$ cat src/rtl/dla_multi_walker_engine.sv
// ---------------------------------------------------------------------------
// dla_multi_walker_engine
//
// Diffusion-limited-aggregation engine. NUM_WALKERS random walkers take turns
// against a pixel framebuffer held in async SRAM, where bit DATA_W-1 of each
// word is the "occupied" flag. For each walker in turn the engine reads its
// 4 or 8 neighbours, then does one of three things:
//   - sticks the walker (writes its pixel) and respawns it near a corner,
//   - retries the same test if the SRAM window was lost part-way, or
//   - moves the walker one random step.
// The engine touches SRAM only while i_window is high. The top level muxes
// the SRAM address/WE between this engine (o_own=1) and the VGA scan-out.
//
// Ports
//   VGA_CTRL_CLK  in   clock
//   reset         in   synchronous, active-high
//   i_window      in   1 = engine may use SRAM this cycle
//   i_pause       in   1 = freeze the FSM, walkers and LFSRs
//   i_nbr8        in   0 = 4-neighbour test, 1 = 8-neighbour test
//   i_seed_x/y    in   seed pixel, sampled while reset=1
//   i_color       in   colour for stuck pixels (occupied bit forced on write)
//   i_sram_rdata  in   SRAM read data
//   o_sram_addr   out  SRAM address {x,y} (registered)
//   o_sram_wdata  out  SRAM write data (registered)
//   o_sram_we_n   out  active-low write enable (registered)
//   o_own         out  engine owns the SRAM bus this cycle (registered)
//   o_stuck_cnt   out  particles stuck since reset, saturating
//   o_lock_fail   out  tests aborted by window loss, saturating
// ---------------------------------------------------------------------------
module dla_multi_walker_engine #(
    parameter int          X_BITS      = 9,
    parameter int          Y_BITS      = 9,
    parameter int          X_MAX       = 319,
    parameter int          Y_MAX       = 239,
    parameter int          NUM_WALKERS = 4,
    parameter int          DATA_W      = 16,
    parameter logic [30:0] X_SEED      = 31'h55555555,
    parameter logic [28:0] Y_SEED      = 29'h15555555
) (
    input  logic                       VGA_CTRL_CLK,
    input  logic                       reset,
    input  logic                       i_window,
    input  logic                       i_pause,
    input  logic                       i_nbr8,
    input  logic [X_BITS-1:0]          i_seed_x,
    input  logic [Y_BITS-1:0]          i_seed_y,
    input  logic [DATA_W-1:0]          i_color,
    input  logic [DATA_W-1:0]          i_sram_rdata,
    output logic [X_BITS+Y_BITS-1:0]   o_sram_addr,
    output logic [DATA_W-1:0]          o_sram_wdata,
    output logic                       o_sram_we_n,
    output logic                       o_own,
    output logic [15:0]                o_stuck_cnt,
    output logic [15:0]                o_lock_fail
);

    localparam int W_BITS = (NUM_WALKERS > 1) ? $clog2(NUM_WALKERS) : 1;

    localparam logic [X_BITS-1:0] X_ONE = X_BITS'(1);
    localparam logic [Y_BITS-1:0] Y_ONE = Y_BITS'(1);
    localparam logic [X_BITS-1:0] X_LO  = X_BITS'(2);
    localparam logic [Y_BITS-1:0] Y_LO  = Y_BITS'(2);
    localparam logic [X_BITS-1:0] X_HI  = X_BITS'(X_MAX - 1);
    localparam logic [Y_BITS-1:0] Y_HI  = Y_BITS'(Y_MAX - 1);
    localparam logic [W_BITS-1:0] W_LAST = W_BITS'(NUM_WALKERS - 1);

    localparam logic [DATA_W-1:0] OCC_BIT = {1'b1, {(DATA_W-1){1'b0}}};

    localparam logic [2:0] ST_SEED    = 3'd0;
    localparam logic [2:0] ST_TEST    = 3'd1;
    localparam logic [2:0] ST_DECIDE  = 3'd2;
    localparam logic [2:0] ST_DRAW    = 3'd3;
    localparam logic [2:0] ST_RESPAWN = 3'd4;
    localparam logic [2:0] ST_MOVE    = 3'd5;

    logic [2:0]        state;
    logic [2:0]        k;          // neighbour index within the current test
    logic [W_BITS-1:0] w;          // walker under test
    logic              lock;       // window held continuously since TEST0
    logic              occ;        // OR of occupied flags sampled so far
    logic              nbr8_q;     // neighbourhood mode frozen for this test
    logic [30:0]       x_lfsr;
    logic [28:0]       y_lfsr;
    logic [X_BITS-1:0] seed_x;
    logic [Y_BITS-1:0] seed_y;
    logic [X_BITS-1:0] wx [NUM_WALKERS];
    logic [Y_BITS-1:0] wy [NUM_WALKERS];

    logic              active;
    logic              rdata_occ;
    logic [X_BITS-1:0] cur_x, nbr_x, move_x, spawn_x;
    logic [Y_BITS-1:0] cur_y, nbr_y, move_y, spawn_y;
    logic [2:0]        last_k;
    logic [W_BITS-1:0] w_next;
    logic              unused_rdata;

    assign active    = i_window & ~i_pause;
    assign rdata_occ = i_sram_rdata[DATA_W-1];
    assign cur_x     = wx[w];
    assign cur_y     = wy[w];
    // In TEST0 the mode register is not loaded yet, so use the live input.
    assign last_k    = ((k == 3'd0) ? i_nbr8 : nbr8_q) ? 3'd7 : 3'd3;
    assign w_next    = (w == W_LAST) ? '0 : w + W_BITS'(1);
    assign spawn_x   = x_lfsr[30] ? X_HI : X_LO;
    assign spawn_y   = y_lfsr[28] ? Y_HI : Y_LO;
    // Only the occupied flag matters here; the colour bits are don't-care.
    assign unused_rdata = ^i_sram_rdata[DATA_W-2:0];

    // Neighbour k of the current walker: L,R,U,D,UL,UR,DL,DR.
    // Walkers never leave [2,MAX-1], so these offsets cannot wrap.
    always_comb begin
        // NOTE: every always_comb output gets a default first so no path
        // leaves it unassigned, which would otherwise infer a latch.
        nbr_x = cur_x;
        nbr_y = cur_y;
        case (k)
            3'd0: nbr_x = cur_x - X_ONE;
            3'd1: nbr_x = cur_x + X_ONE;
            3'd2: nbr_y = cur_y - Y_ONE;
            3'd3: nbr_y = cur_y + Y_ONE;
            3'd4: begin nbr_x = cur_x - X_ONE; nbr_y = cur_y - Y_ONE; end
            3'd5: begin nbr_x = cur_x + X_ONE; nbr_y = cur_y - Y_ONE; end
            3'd6: begin nbr_x = cur_x - X_ONE; nbr_y = cur_y + Y_ONE; end
            default: begin nbr_x = cur_x + X_ONE; nbr_y = cur_y + Y_ONE; end
        endcase
    end

    // One random step, clamped so the walker never reaches the screen edge.
    always_comb begin
        move_x = cur_x;
        move_y = cur_y;
        if (x_lfsr[30] && (cur_x < X_HI))
            move_x = cur_x + X_ONE;
        else if (!x_lfsr[30] && (cur_x > X_LO))
            move_x = cur_x - X_ONE;
        if (y_lfsr[28] && (cur_y < Y_HI))
            move_y = cur_y + Y_ONE;
        else if (!y_lfsr[28] && (cur_y > Y_LO))
            move_y = cur_y - Y_ONE;
    end

    always_ff @(posedge VGA_CTRL_CLK) begin
        // NOTE: sequential state uses non-blocking assignments only, so every
        // right-hand side sees the value from before this clock edge.
        if (reset) begin
            state        <= ST_SEED;
            k            <= '0;
            w            <= '0;
            lock         <= 1'b0;
            occ          <= 1'b0;
            nbr8_q       <= 1'b0;
            x_lfsr       <= X_SEED;
            y_lfsr       <= Y_SEED;
            seed_x       <= i_seed_x;
            seed_y       <= i_seed_y;
            // NOTE: the walker table is a handful of flops, not a RAM macro,
            // so it can be reset like any other register.
            for (int i = 0; i < NUM_WALKERS; i++) begin
                wx[i] <= X_BITS'(2 + 4 * i);
                wy[i] <= Y_LO;
            end
            o_sram_addr  <= '0;
            o_sram_wdata <= '0;
            o_sram_we_n  <= 1'b1;
            o_own        <= 1'b0;
            o_stuck_cnt  <= '0;
            o_lock_fail  <= '0;
        end else begin
            o_own       <= active;
            o_sram_we_n <= 1'b1;

            // Losing the window mid-test means a neighbour read may have hit
            // the VGA address instead, so the whole test must be redone.
            if (!i_window && ((state == ST_TEST) || (state == ST_DECIDE)))
                lock <= 1'b0;

            if (active) begin
                case (state)
                    ST_SEED: begin
                        o_sram_addr  <= {seed_x, seed_y};
                        o_sram_wdata <= i_color | OCC_BIT;
                        o_sram_we_n  <= 1'b0;
                        w            <= '0;
                        k            <= '0;
                        state        <= ST_TEST;
                    end

                    // Issue read k; the data now on the bus answers read k-1.
                    ST_TEST: begin
                        o_sram_addr <= {nbr_x, nbr_y};
                        if (k == 3'd0) begin
                            lock   <= 1'b1;
                            occ    <= 1'b0;
                            nbr8_q <= i_nbr8;
                        end else begin
                            occ <= occ | rdata_occ;
                        end
                        if (k == last_k)
                            state <= ST_DECIDE;
                        else
                            k <= k + 3'd1;
                    end

                    ST_DECIDE: begin
                        k <= '0;
                        if (!lock) begin
                            if (o_lock_fail != 16'hFFFF)
                                o_lock_fail <= o_lock_fail + 16'd1;
                            state <= ST_TEST;
                        end else if (occ | rdata_occ) begin
                            state <= ST_DRAW;
                        end else begin
                            state <= ST_MOVE;
                        end
                    end

                    ST_DRAW: begin
                        o_sram_addr  <= {cur_x, cur_y};
                        o_sram_wdata <= i_color | OCC_BIT;
                        o_sram_we_n  <= 1'b0;
                        if (o_stuck_cnt != 16'hFFFF)
                            o_stuck_cnt <= o_stuck_cnt + 16'd1;
                        state <= ST_RESPAWN;
                    end

                    ST_RESPAWN: begin
                        wx[w]  <= spawn_x;
                        wy[w]  <= spawn_y;
                        x_lfsr <= {x_lfsr[29:0], x_lfsr[30] ^ x_lfsr[27]};
                        y_lfsr <= {y_lfsr[27:0], y_lfsr[28] ^ y_lfsr[26]};
                        w      <= w_next;
                        state  <= ST_TEST;
                    end

                    ST_MOVE: begin
                        wx[w]  <= move_x;
                        wy[w]  <= move_y;
                        x_lfsr <= {x_lfsr[29:0], x_lfsr[30] ^ x_lfsr[27]};
                        y_lfsr <= {y_lfsr[27:0], y_lfsr[28] ^ y_lfsr[26]};
                        w      <= w_next;
                        state  <= ST_TEST;
                    end

                    default: state <= ST_SEED;
                endcase
            end
        end
    end

endmodule
$ cat config.mk
export PLATFORM = sky130hd
export DESIGN_NAME = dla_multi_walker_engine
export DESIGN_NICKNAME = d
export VERILOG_FILES = /design/src/rtl/dla_multi_walker_engine.sv
export SDC_FILE = /design/constraint.sdc
export NUM_CORES = 1
export LEC_CHECK = 0
export CAP_MARGIN = 20
export CORE_MARGIN = 3
export CORE_UTILIZATION = 40
export CTS_BUF_LIST = sky130_fd_sc_hd__clkbuf_4
export CTS_CLUSTER_DIAMETER = 100
export CTS_CLUSTER_SIZE = 30
export DETAILED_ROUTE_END_ITERATION = 8
export DONT_BUFFER_PORTS = 1
export GPL_TIMING_DRIVEN = 0
export REMOVE_ABC_BUFFERS = 1
export SLEW_MARGIN = 20
export SYNTH_ARGS = -nofsm -noshare
export SYNTH_HDL_FRONTEND = slang
export SYNTH_SLANG_ARGS = --single-unit
$ cat constraint.sdc
create_clock -name VGA_CTRL_CLK -period 4.3 [get_ports VGA_CTRL_CLK]
set_clock_uncertainty 0.2 [all_clocks]
set_input_delay 1.29 -clock VGA_CTRL_CLK [delete_from_list [all_inputs] [get_ports VGA_CTRL_CLK]]
set_output_delay 1.29 -clock VGA_CTRL_CLK [all_outputs]
set_load 0.01 [all_outputs]
==> results of run 1 <==
[cells by family (layout without fill, tap and decap cells)]
| group | count (synthesis) | in the layout | synth area share [%] |
|---|---|---|---|
| flip-flops | 231 | 231 | 50.2 |
| other | 0 | 2 | 0 |
| XOR/XNOR | 33 | 33 | 2.76 |
| AO/OA/AOI/OAI | 238 | 238 | 14.9 |
| multiplexers | 25 | 25 | 4.33 |
| AND/OR/NAND/NOR | 539 | 539 | 22.8 |
| adder cells (fa/ha/maj) | 11 | 11 | 1.25 |
| buffers and inverters | 97 | 44 | 3.76 |
[sequential cells by signal, summed over array words and instances, names as in the netlist, 16 cells and up, named ones only]
register      cells
wx               36
wy               36
x_lfsr           31
y_lfsr           29
o_sram_addr      18
o_lock_fail      16
o_sram_wdata     16
o_stuck_cnt      16
[area by class of cell]
| cell class | instances | share of cell area (%) |
|---|---|---|
| inverters | 23 | 0.760 |
| multi-input cells | 846 | 44.9 |
| well taps | 341 | 3.76 |
| clock buffers | 16 | 1.06 |
| clock inverters | 1 | 0.0992 |
| repair buffers | 4 | 0.683 |
| diodes | 2 | 0.0441 |
| flip-flops and latches | 231 | 48.7 |
[routing by layer]
| layer | track usage, % | share of wire, % |
|---|---|---|
| met1 | 25.9 | 46 |
| met2 | 29.9 | 47 |
| met3 | 2.72 | 5.5 |
| met4 | 3.30 | 1.5 |
| met5 | 0 | 0 |
[worst reg2reg max path: cells and delay by family (launching register included)]
kind | cells | cell delay, ns
compound gates | 2 | 1.08
flops | 1 | 1.05
simple gates | 3 | 0.73
mux | 1 | 0.64
[where the power goes]
| part | internal (W) | switching, W |
|---|---|---|
| registers | 0.00233 | 0.0000476 |
| clock network | 0.000176 | 0.000647 |
| logic | 0.0000636 | 0.000145 |
[worst min-delay path by stage]
stage	startpoint	to
final	y_lfsr[21]	y_lfsr[22]
after global routing	x_lfsr[16]	x_lfsr[17]
after CTS	x_lfsr[16]	x_lfsr[17]
after detailed placement	y_lfsr[18]	y_lfsr[19]
after global placement	x_lfsr[12]	x_lfsr[13]
after floorplan	x_lfsr[10]	x_lfsr[11]
[per-stage QoR]
step | setup slack, ns | hold slack [ns]
2_1_floorplan | -1.08 | 0.226
3_3_place_gp | -2.99 | 0.232
3_5_place_dp | -0.621 | 0.238
4_1_cts | 0.0636 | 0.250
5_1_grt | 0.172 | 0.259
6_report | 0.334 | 0.256
[cell usage in the layout, fill, tap and decap left out, drive strengths merged, types with 5 or more instances in the layout]
cell / synthesis / layout
a211o: 7 / 7
a211oi: 12 / 12
and2: 8 / 8
mux2i: 6 / 6
ha: 11 / 11
nand2b: 10 / 10
a22oi: 7 / 7
mux4: 18 / 18
nor4: 9 / 9
or2: 5 / 5
nor2b: 6 / 6
and4: 6 / 6
nand4: 21 / 21
nor3: 32 / 32
clkbuf: 53 / 16
dfxtp: 141 / 141
nand2: 215 / 215
inv: 23 / 24
a21oi: 89 / 89
nor2: 126 / 126
or3: 15 / 15
o21ai: 44 / 44
o211ai: 12 / 12
a21o: 5 / 5
xor2: 20 / 20
nor3b: 8 / 8
nand3: 52 / 52
a31oi: 7 / 7
nand3b: 5 / 5
a2111oi: 8 / 8
edfxtp: 90 / 90
and3: 19 / 19
xnor2: 13 / 13
[timing repair]
| action | in CTS | in global routing |
|---|---|---|
| setup endpoints to repair | 0 | 18 |
| resized for setup | 0 | 2 |
| endpoints found under the hold margin | 0 | 0 |
==> flow_summary.json, run 1 <==
{
  "grt_pass1_wl_mm": 43.6,
  "multiInputGateArea_um2": 5100,
  "total_power_w": 0.00341,
  "cts_buffer_depth": 3,
  "num_rows": 60,
  "grt_pass1_vias": 7817,
  "stdcell_count": 1464,
  "rsz0062_at_grt": "false",
  "max_stage_delay_ns": 0.66,
  "yosys_warnings": 0,
  "cts.sinks": 231,
  "syn_area_um2": 11000,
  "core_um2": 27000,
  "fp.dieH_um": 172,
  "hp-class": "reg -> reg",
  "cp.arrival_ns": 4.11,
  "crit_cells": 5,
  "syn_to_final_growth_pct": 3.15,
  "min_path_cells": 2,
  "critical_path.endpoint": "wy[2][2]",
  "max-cap-violations": 0,
  "dieArea_um2": 29600,
  "synthFlopType": "dfxtp_1",
  "synth_common_cells": "215 x nand2_1, 141 x dfxtp_1, 124 x nor2_1, 90 x edfxtp_1, 86 x a21oi_1",
  "p_leak_nw": 3.82,
  "antenna_found_initial": 1,
  "critPathLaunchType": "primary input",
  "setup_viol": 0,
  "synth_cell_types": 89,
  "place_hpwl_mm": 18.3,
  "drt_first_pass_iters": 5,
  "max_freq_ghz": 0.252,
  "reg2regPathDepth": 6,
  "synth_edf_count": 90,
  "critPathMaxFanout": 66,
  "grt_max_degree": 124,
  "vias": 8481,
  "synth_seq_area_share_pct": 50.2,
  "htreeDepth": 1,
  "fin_area_um2": 11400,
  "critical_path.cell_chain": "nand2b_1 -> or2_4 -> nor2_1 -> nand3b_1 -> nand2_2",
  "drc": 0,
  "wl_per_cell_um": 18.8,
  "critical_path.startpoint": "i_pause",
  "crit_family": "simple AND/OR/NAND/NOR gates",
  "gr-total-overflow": 0,
  "cp_num_buf_inv": 0,
  "seq_area_um2": 5530,
  "post-route-min-period_ns": 3.97,
  "end_kind": "flop",
  "synth.top_cell.area_share_pct": 25.6,
  "clk_pin_slew_ns": 0.32,
  "ff2ff_setup_slack_ns": 0.49,
  "fillers": 2640,
  "yosys.cell_count.top_type": "nand2_1",
  "synth_top_cell_by_area": "dfxtp_1",
  "slew_headroom_pct": 28.4,
  "hold_viol": 0,
  "cts_setup_buffers": 0,
  "synthArstFlopShare_pct": 0,
  "required_ns": 4.44,
  "crit_type": "in -> reg",
  "rr_endpoint": "o_sram_addr[15]",
  "synth_seq_cells": 231,
  "clock-root-buffer": "clkbuf_4",
  "status": "completed",
  "numPlacedInstances": 1445,
  "grt_util_all_layers_pct": 18.2,
  "finalMaxSlewViolations": 0,
  "drt_iter0_markers": 712,
  "netlist_instances": 1174,
  "clkLatencyLatePin_ns": 0.69,
  "drive_gt1_share_pct": 7.49,
  "drtAntennaViolNets": 0,
  "syn_area_per_cell_um2": 9.38,
  "initial_core_util_pct": 40.7,
  "dieWidth_um": 172,
  "post_dp_cell_area_um2": 11200,
  "cts_buffers": 11,
  "fin_nets": 1183,
  "slowest_stage": "nand2_2",
  "vdd_drop_max_mv": 0.186,
  "tightest_slew_ns": 1.07,
  "powerDensity_nw_per_um2": 300,
  "setup_tns_ns": 0,
  "final_util_pct": 42.0,
  "synthTopCellsByArea": "dfxtp_1 26%, edfxtp_1 25%, nand2_1 7.3%, nor2_1 4.2%, a21oi_1 3.9%",
  "via_per_inst": 5.79,
  "routed_wl_mm": 27.6,
  "cts.hold.buffers_added": 0,
  "gp_congestion": 0.870,
  "io_pins": 123,
  "io_buffers": 0,
  "period_share_pct": 92.2,
  "cts_tree": "done"
}
(Power assumes the default switching activity.)
==> run 2: changes to the inputs <==
Settings changed: REMOVE_ABC_BUFFERS 1 to unset.
==> flow_summary.json, run 2 (synthesis results as in run 1) <==
{
  "initial_core_util_pct": 40.7,
  "timing.hold.ws_ns": 0.216,
  "rsz0062_at_grt": "false",
  "io_buffers": 0,
  "num_rows": 60,
  "ctsResizeCount": 0,
  "syn_to_final_growth_pct": 5.68,
  "hp-class": "reg -> reg",
  "hold_viol": 0,
  "clkLatencyLatePin_ns": 0.75,
  "tightest_slew_ns": 1.07,
  "cts.hold.buffers_added": 0,
  "drt_first_pass_iters": 6,
  "setup_viol": 0,
  "grt_util_all_layers_pct": 19.7,
  "critical_path.startpoint": "i_pause",
  "p_leak_nw": 3.95,
  "wl_per_cell_um": 19.6,
  "drt_iter0_markers": 887,
  "place_hpwl_mm": 21.6,
  "vdd_drop_max_mv": 0.190,
  "core_um2": 27000,
  "largestRegisters": "wx (36), wy (36), x_lfsr (31)",
  "powerDensity_nw_per_um2": 305,
  "finalMaxSlewViolations": 0,
  "max_freq_ghz": 0.277,
  "grt_pass1_vias": 8441,
  "drc": 0,
  "fp.dieH_um": 172,
  "cts.sinks": 231,
  "dieWidth_um": 172,
  "crit_type": "in -> reg",
  "drive_gt1_share_pct": 7.71,
  "dieArea_um2": 29600,
  "end_kind": "flop",
  "ff2ff_setup_slack_ns": 0.72,
  "cts_tree": "done",
  "grt_pass1_wl_mm": 46.4,
  "vias": 8800,
  "gr-total-overflow": 0,
  "required_ns": 4.46,
  "final_cell_mix": "215 x nand2_1, 141 x dfxtp_1, 124 x nor2_1",
  "reg2regPathDepth": 10,
  "cts_buffer_depth": 3,
  "htreeDepth": 1,
  "fin_nets": 1255,
  "critPathLaunchType": "primary input",
  "cts_setup_buffers": 0,
  "synth_nets": 1240,
  "critPathMaxFanout": 18,
  "grt_max_degree": 32,
  "via_per_inst": 5.73,
  "rr_endpoint": "o_sram_addr[8]",
  "drtAntennaViolNets": 0,
  "slew_headroom_pct": 28.0,
  "multiInputGateArea_um2": 5090,
  "routed_wl_mm": 30.1,
  "status": "completed",
  "critical_path.endpoint": "wy[0][4]",
  "gp_congestion": 0.871,
  "post-route-min-period_ns": 3.61,
  "clock-root-buffer": "clkbuf_4",
  "seq_area_um2": 5530,
  "io_pins": 123,
  "antenna_found_initial": 1,
  "max-cap-violations": 0,
  "cts_buffers": 12,
  "fillers": 2687,
  "fin_area_um2": 11600,
  "cp.arrival_ns": 3.77,
  "post_dp_cell_area_um2": 11500,
  "layout_commonest_cell": "nand2_1",
  "period_share_pct": 84.0,
  "clk_pin_slew_ns": 0.30
}
-- run 2: stage by stage --
step | utilization, % | worst slack (ns) | TNS, ns | total power, W | instances
after floorplan | - | 0.193 | 0 | 0.00258 | 1174
after global placement | 42.3 | -1.24 | -23.79 | 0.00266 | 1515
after detailed placement | 42.4 | -0.0636 | -1.12 | 0.00267 | 1516
after CTS | 43.0 | 0.706 | 0 | 0.00358 | 1534
after global routing | 43.1 | 0.510 | 0 | 0.00368 | 1535
final | 43.1 | 0.688 | 0 | 0.00355 | 1535
-- run 2: how the worst min path moves through the flow --
stage	slack [ns]	depth (start not counted)	end	start
3_5_place_dp	0.24	2	y_lfsr[19]	y_lfsr[18]
4_1_cts	0.23	2	y_lfsr[22]	y_lfsr[21]
5_1_grt	0.23	2	y_lfsr[22]	y_lfsr[21]
3_3_place_gp	0.24	2	y_lfsr[9]	y_lfsr[8]
2_1_floorplan	0.23	2	x_lfsr[11]	x_lfsr[10]
6_report	0.22	2	y_lfsr[22]	y_lfsr[21]
-- run 2: where the power goes --
group | internal (W) | switching, W | total, W
clock network | 0.000227 | 0.000694 | 0.000922
logic | 0.0000718 | 0.000184 | 0.000256
registers | 0.00233 | 0.0000368 | 0.00237
-- run 2: per-layer routing --
layer	vias to the layer above	routed length, um	global-route usage [%]	part of all wire, %
li1	4246	-	-	-
met2	232	14400	33.1	48
met1	4277	13400	27.0	44
met5	-	0	0	0
met3	45	1750	3.36	5.8
met4	0	597	4.23	2.0
-- run 2: cell type report --
| class | count | share of cell area (%) |
|---|---|---|
| buffer | 74 | 2.82 |
| timing repair buffer | 1 | 0.0645 |
| tap | 341 | 3.67 |
| inverter | 23 | 0.742 |
| antenna | 1 | 0.0215 |
| sequential | 231 | 47.5 |
| clock inverter | 5 | 0.645 |
| multi-input combinational | 846 | 43.7 |
| clock buffer | 13 | 0.839 |
-- run 2: critical path, cell delays in order --
cell	delay (ns)
nand2b_1	0.14
clkbuf_1	0.24
nor2_1	0.46
nand2_1	0.29
or3_1	0.36
clkbuf_1	0.22
nand2_1	0.74
==> run 3: changes to the inputs <==
Clock period 4.3 ns to 3.5 ns, I/O delays scaled along.
==> flow_summary.json, run 3 (synthesis results as in run 1) <==
{
  "status": "completed",
  "via_per_inst": 5.82,
  "cts_buffers": 12,
  "dieWidth_um": 172,
  "ff2ff_setup_slack_ns": 0.17,
  "fin_nets": 1258,
  "vdd_drop_max_mv": 0.210,
  "powerDensity_nw_per_um2": 369,
  "cts_buffer_depth": 3,
  "rsz0062_at_grt": "false",
  "cts.sinks": 231,
  "wl_per_cell_um": 19.5,
  "min-delay-start": "x_lfsr[6]",
  "antenna_found_initial": 2,
  "largestRegisters": "wx (36), wy (36), x_lfsr (31)",
  "clkLatencyLatePin_ns": 0.69,
  "post-route-min-period_ns": 3.35,
  "final_util_pct": 43.2,
  "htreeDepth": 1,
  "cp.arrival_ns": 3.48,
  "max-cap-violations": 0,
  "grt_max_degree": 32,
  "crit_family": "simple AND/OR/NAND/NOR gates",
  "synth_nets": 1240,
  "setup_tns_ns": 0,
  "io_pins": 123,
  "io_buffers": 0,
  "drive_gt1_share_pct": 8.52,
  "critPathLaunchType": "primary input",
  "critPathMaxFanout": 18,
  "fp.dieH_um": 172,
  "multiInputGateArea_um2": 5120,
  "drtAntennaViolNets": 0,
  "crit_type": "in -> reg",
  "clk_pin_slew_ns": 0.28,
  "drt_iter0_markers": 942,
  "cp_num_buf_inv": 2,
  "max_freq_ghz": 0.299,
  "clock-root-buffer": "clkbuf_4",
  "fillers": 2716,
  "critical_path.startpoint": "i_pause",
  "initial_core_util_pct": 40.7,
  "slowest_stage": "nand2_1",
  "gr-total-overflow": 0,
  "required_ns": 3.63,
  "finalMaxSlewViolations": 0,
  "grt_pass1_wl_mm": 46.7,
  "dieArea_um2": 29600,
  "grt_pass1_vias": 8359,
  "place_hpwl_mm": 21.5,
  "vias": 8953,
  "period_share_pct": 95.7,
  "gp_congestion": 0.954,
  "final_cell_mix": "214 x nand2_1, 141 x dfxtp_1, 124 x nor2_1",
  "slew_headroom_pct": 25.7,
  "hp-class": "reg -> reg",
  "cts_tree": "done",
  "routed_wl_mm": 30.0,
  "core_um2": 27000,
  "syn_to_final_growth_pct": 6.07,
  "p_leak_nw": 3.96,
  "drc": 0,
  "drt_first_pass_iters": 5,
  "setup_viol": 0,
  "num_rows": 60,
  "critical_path.cell_chain": "nand2b_1 -> clkbuf_1 -> nor2_1 -> nand2_1 -> or3_1 -> clkbuf_1 -> nand2_1",
  "layout_commonest_cell": "nand2_1",
  "grt_util_all_layers_pct": 19.6,
  "wl_met1_mm": 13.3,
  "end_kind": "flop",
  "hold_viol": 0,
  "wl_met3_mm": 1.88,
  "wl_met2_mm": 14.2,
  "highest_layer": "met5",
  "seq_area_um2": 5530,
  "max_stage_delay_ns": 0.72,
  "tightest_slew_ns": 1.11
}
==> run 3: path summary, 6_finish.rpt <==
check                                 end  cells past startpoint
worst max-delay path             wx[0][2]                      7
worst min register to register  x_lfsr[7]                      2
worst max register to register   wx[0][8]                     10
worst min-delay path            x_lfsr[7]                      2
==> run 3: area by class of cell <==
cell class                      instances  share of cell area [%]
Tap cell                              341                    3.65
Inverter                               23                   0.739
Buffer                                 74                    2.81
Clock inverter                          4                   0.407
Antenna cell                            1                  0.0214
Sequential cell                       231                    47.3
Timing Repair Buffer                    4                   0.257
Clock buffer                           15                   0.964
Multi-Input combinational cell        846                    43.8
==> run 3: routing by layer <==
layer  GRT usage (%)  vias up
met5               0        -
met4            4.69        6
met3            3.68       48
met2            31.9      250
met1            27.3     4403
li1                -     4246
==> run 3: worst reg2reg max path, cell delays in order, from the launching register on <==
cell and delay, ns:
dfxtp_1 0.37, buf_2 0.26, buf_4 0.29, mux4_2 0.29, buf_2 0.28, ha_1 0.32
and2_1 0.22, nand4_1 0.21, xnor2_1 0.19, o32a_1 0.35, and3_1 0.20
==> run 3: metrics by stage <==
| stage | hold slack [ns] | power [W] | worst slack [ns] | instances | area [um2] |
|---|---|---|---|---|---|
| finish | 0.229 | 0.00431 | 0.152 | 1539 | 11700 |
| floorplan | 0.232 | 0.00317 | 0.124 | 1174 | 11000 |
| global placement | 0.237 | 0.00327 | -0.874 | 1515 | 11400 |
| detailed placement | 0.245 | 0.00328 | -0.612 | 1516 | 11500 |
| global route | 0.179 | 0.00448 | 0.00474 | 1539 | 11700 |
| CTS | 0.201 | 0.00435 | 0.0466 | 1535 | 11600 |
==> run 3: timing repair <==
item	in CTS	in global routing
hold buffers	0	0
buffers inserted	0	3
resized for setup	1	6
setup endpoints to repair	2	32
cloned	0	0
==> run 3: power by group <==
part	switching, W	internal (W)
combinational	0.000227	0.0000895
sequential	0.0000436	0.00287
clock	0.000855	0.000231
total	0.00113	0.00319
==> patch, RTL diff (flow settings as in run 2) <==
Change the parameter `X_BITS` from 9 to 18.
--- a/src/rtl/dla_multi_walker_engine.sv
+++ b/src/rtl/dla_multi_walker_engine.sv
@@ -28,7 +28,7 @@
 //   o_lock_fail   out  tests aborted by window loss, saturating
 // ---------------------------------------------------------------------------
 module dla_multi_walker_engine #(
-    parameter int          X_BITS      = 9,
+    parameter int          X_BITS      = 18,
     parameter int          Y_BITS      = 9,
     parameter int          X_MAX       = 319,
     parameter int          Y_MAX       = 239,
Interface: changed (resized i_seed_x and o_sram_addr); port bits go from 123 to 141. No check against the original RTL was run, so the function may have changed too.
==> patch against run 2 <==
  * Utilization increased by 0.42 points
  * Critical path type is now reg2reg
  * Wire length up 33%
  * Setup slack got worse by 0.48 ns
  * Largest cell class unchanged
  * Sequential cell count is 54 higher
  * Sequential power rose by 26%
  * Highest routed layer unchanged
  * Total power increased by 22%
  * Area after synthesis up 22%
  * Cell area rose by 23%
==> patch: results (changes against run 2) <==
standard-cell rows 66 (+10%); register area 7057 um2 (+28%); critical path fanouts, max 10 (-8); Power Dens Cells 301.9 nW/um2 (-1.0%); worst skew pair latency 0.78 ns (+0.03 ns); first-pass GRT wire length 60820 um (+31%); Starting DRT DRC Count 1025 (+16%); vias in the first global route 10160 (+20%); Slew headroom 26.85% (-1.1 points); Worst path max stage delay 0.62 ns (-0.12 ns); DP HPWL 28500 um (+32%); Inverters 20 (-13%); comb_multi_in 1009 (+19%); Data arrival, critical path 4.43 ns (+0.66 ns); biggest regs wx (72), wy (36), x_lfsr (31); WL met1 17810 um (+33%); share of cells above drive strength 1 6.461% (-1.3 points); Cell variety after synth 73 (-18%); slowest stage cell, crit path or4b_1; total CTS buffers 13 (+1); Placement Setup Slack -0.1779 ns (-0.1144 ns); Non-Clock Buffer Area Fraction 3.003% (+0.12 points); DRT Pass-1 Iters 5 (-1); XOR/XNOR Fraction of Synth Area 3.184% (+0.42 points); synthesis-to-layout area growth 6.006%; most common flop cell mapped by yosys dfxtp_1; status completed; clock-pin slew on the worst setup and hold paths 0.33 ns (+0.03 ns); met2 GRT Util 34.79% (+1.7 points); Total Routing Usage GR 21.44% (+1.7 points); share of total power in the clock network 24.0% (-2.0 points); top post-synthesis cells by count 228 x nand2_1, 210 x nor2_1, 150 x dfxtp_1, 135 x edfxtp_1, 98 x a21oi_1; EDFF count, synth 135 (+50%); sequential-to-total area share from yosys stat 52.35% (+2.2 points); Compound-Gate Fraction of Synth Area 12.40% (-2.5 points); multi-input logic area 6005 um2 (+18%); VDD IR-drop max 0.2609 mV (+38%); met3 usage 3.501% (+0.14 points); met2 wire length 18570 um (+29%); top post-synthesis cells by area edfxtp_1 30%, dfxtp_1 22%, nand2_1 6.3%, nor2_1 5.8%, mux4_2 4.3%; NetSw 1.089 mW (+19%); bufs w/o clock 88 (+17%); mux cell area share after synthesis 5.253% (+0.92 points); Min-Delay Path Class reg2reg; Via Count 10820 (+23%); Final clock-cell share 1.165% (-0.32 points); Post-Route WL 40010 um (+33%); antenna fix cells 2 (+1); clk_buf instances 19 (+6)
-- patch: cell count changes in the layout (fill, tap and decap cells not counted), sizes merged, moves of 8 or more --
| cell | before | now |
|---|---|---|
| dfxtp | 141 | 150 |
| a21oi | 89 | 98 |
| nand3b | 5 | 34 |
| mux4 | 18 | 26 |
| nand2 | 215 | 228 |
| edfxtp | 90 | 135 |
| xnor2 | 13 | 27 |
| nor2 | 126 | 210 |
| clkbuf | 66 | 86 |
| nand3 | 52 | 37 |
-- patch: cell families (layout without fill, tap and decap cells) --
| family | count (synthesis) | count (layout) |
|---|---|---|
| AND/OR/NAND/NOR | 652 | 652 |
| flip-flops | 285 | 285 |
| AO/OA/AOI/OAI | 259 | 259 |
| buffers and inverters | 106 | 130 |
| XOR/XNOR | 49 | 49 |
| multiplexers | 38 | 38 |
| adder cells (fa/ha/maj) | 11 | 11 |
| other | 0 | 2 |
-- patch: final timing paths --
| path | startpoint | end | cells past startpoint | slack, ns |
|---|---|---|---|---|
| worst min register to register | y_lfsr[9]$_SDFFE_PP0P_ | y_lfsr[10]$_SDFFE_PP1P_ | 2 | 0.24 |
| worst min-delay path | y_lfsr[9]$_SDFFE_PP0P_ | y_lfsr[10]$_SDFFE_PP1P_ | 2 | 0.24 |
| worst max register to register | flop | wx[0][16]$_SDFFCE_PN0P_ | 12 | 0.21 |
| worst max-delay path | flop | wx[0][16]$_SDFFCE_PN0P_ | 12 | 0.21 |
-- patch: timing repair --
action	4_1_cts	5_1_grt
resized for setup	2	3
pin swaps	0	0
endpoints found under the setup margin	4	8
-- patch: per-stage QoR --
stage               std cells  hold slack (ns)  TNS, ns
global route             1868           0.2860        0
floorplan                1400           0.2321        0
finish                   1868           0.2430        0
CTS                      1866           0.2724        0
global placement         1842           0.2394   -39.40
detailed placement       1844           0.2455   -5.012
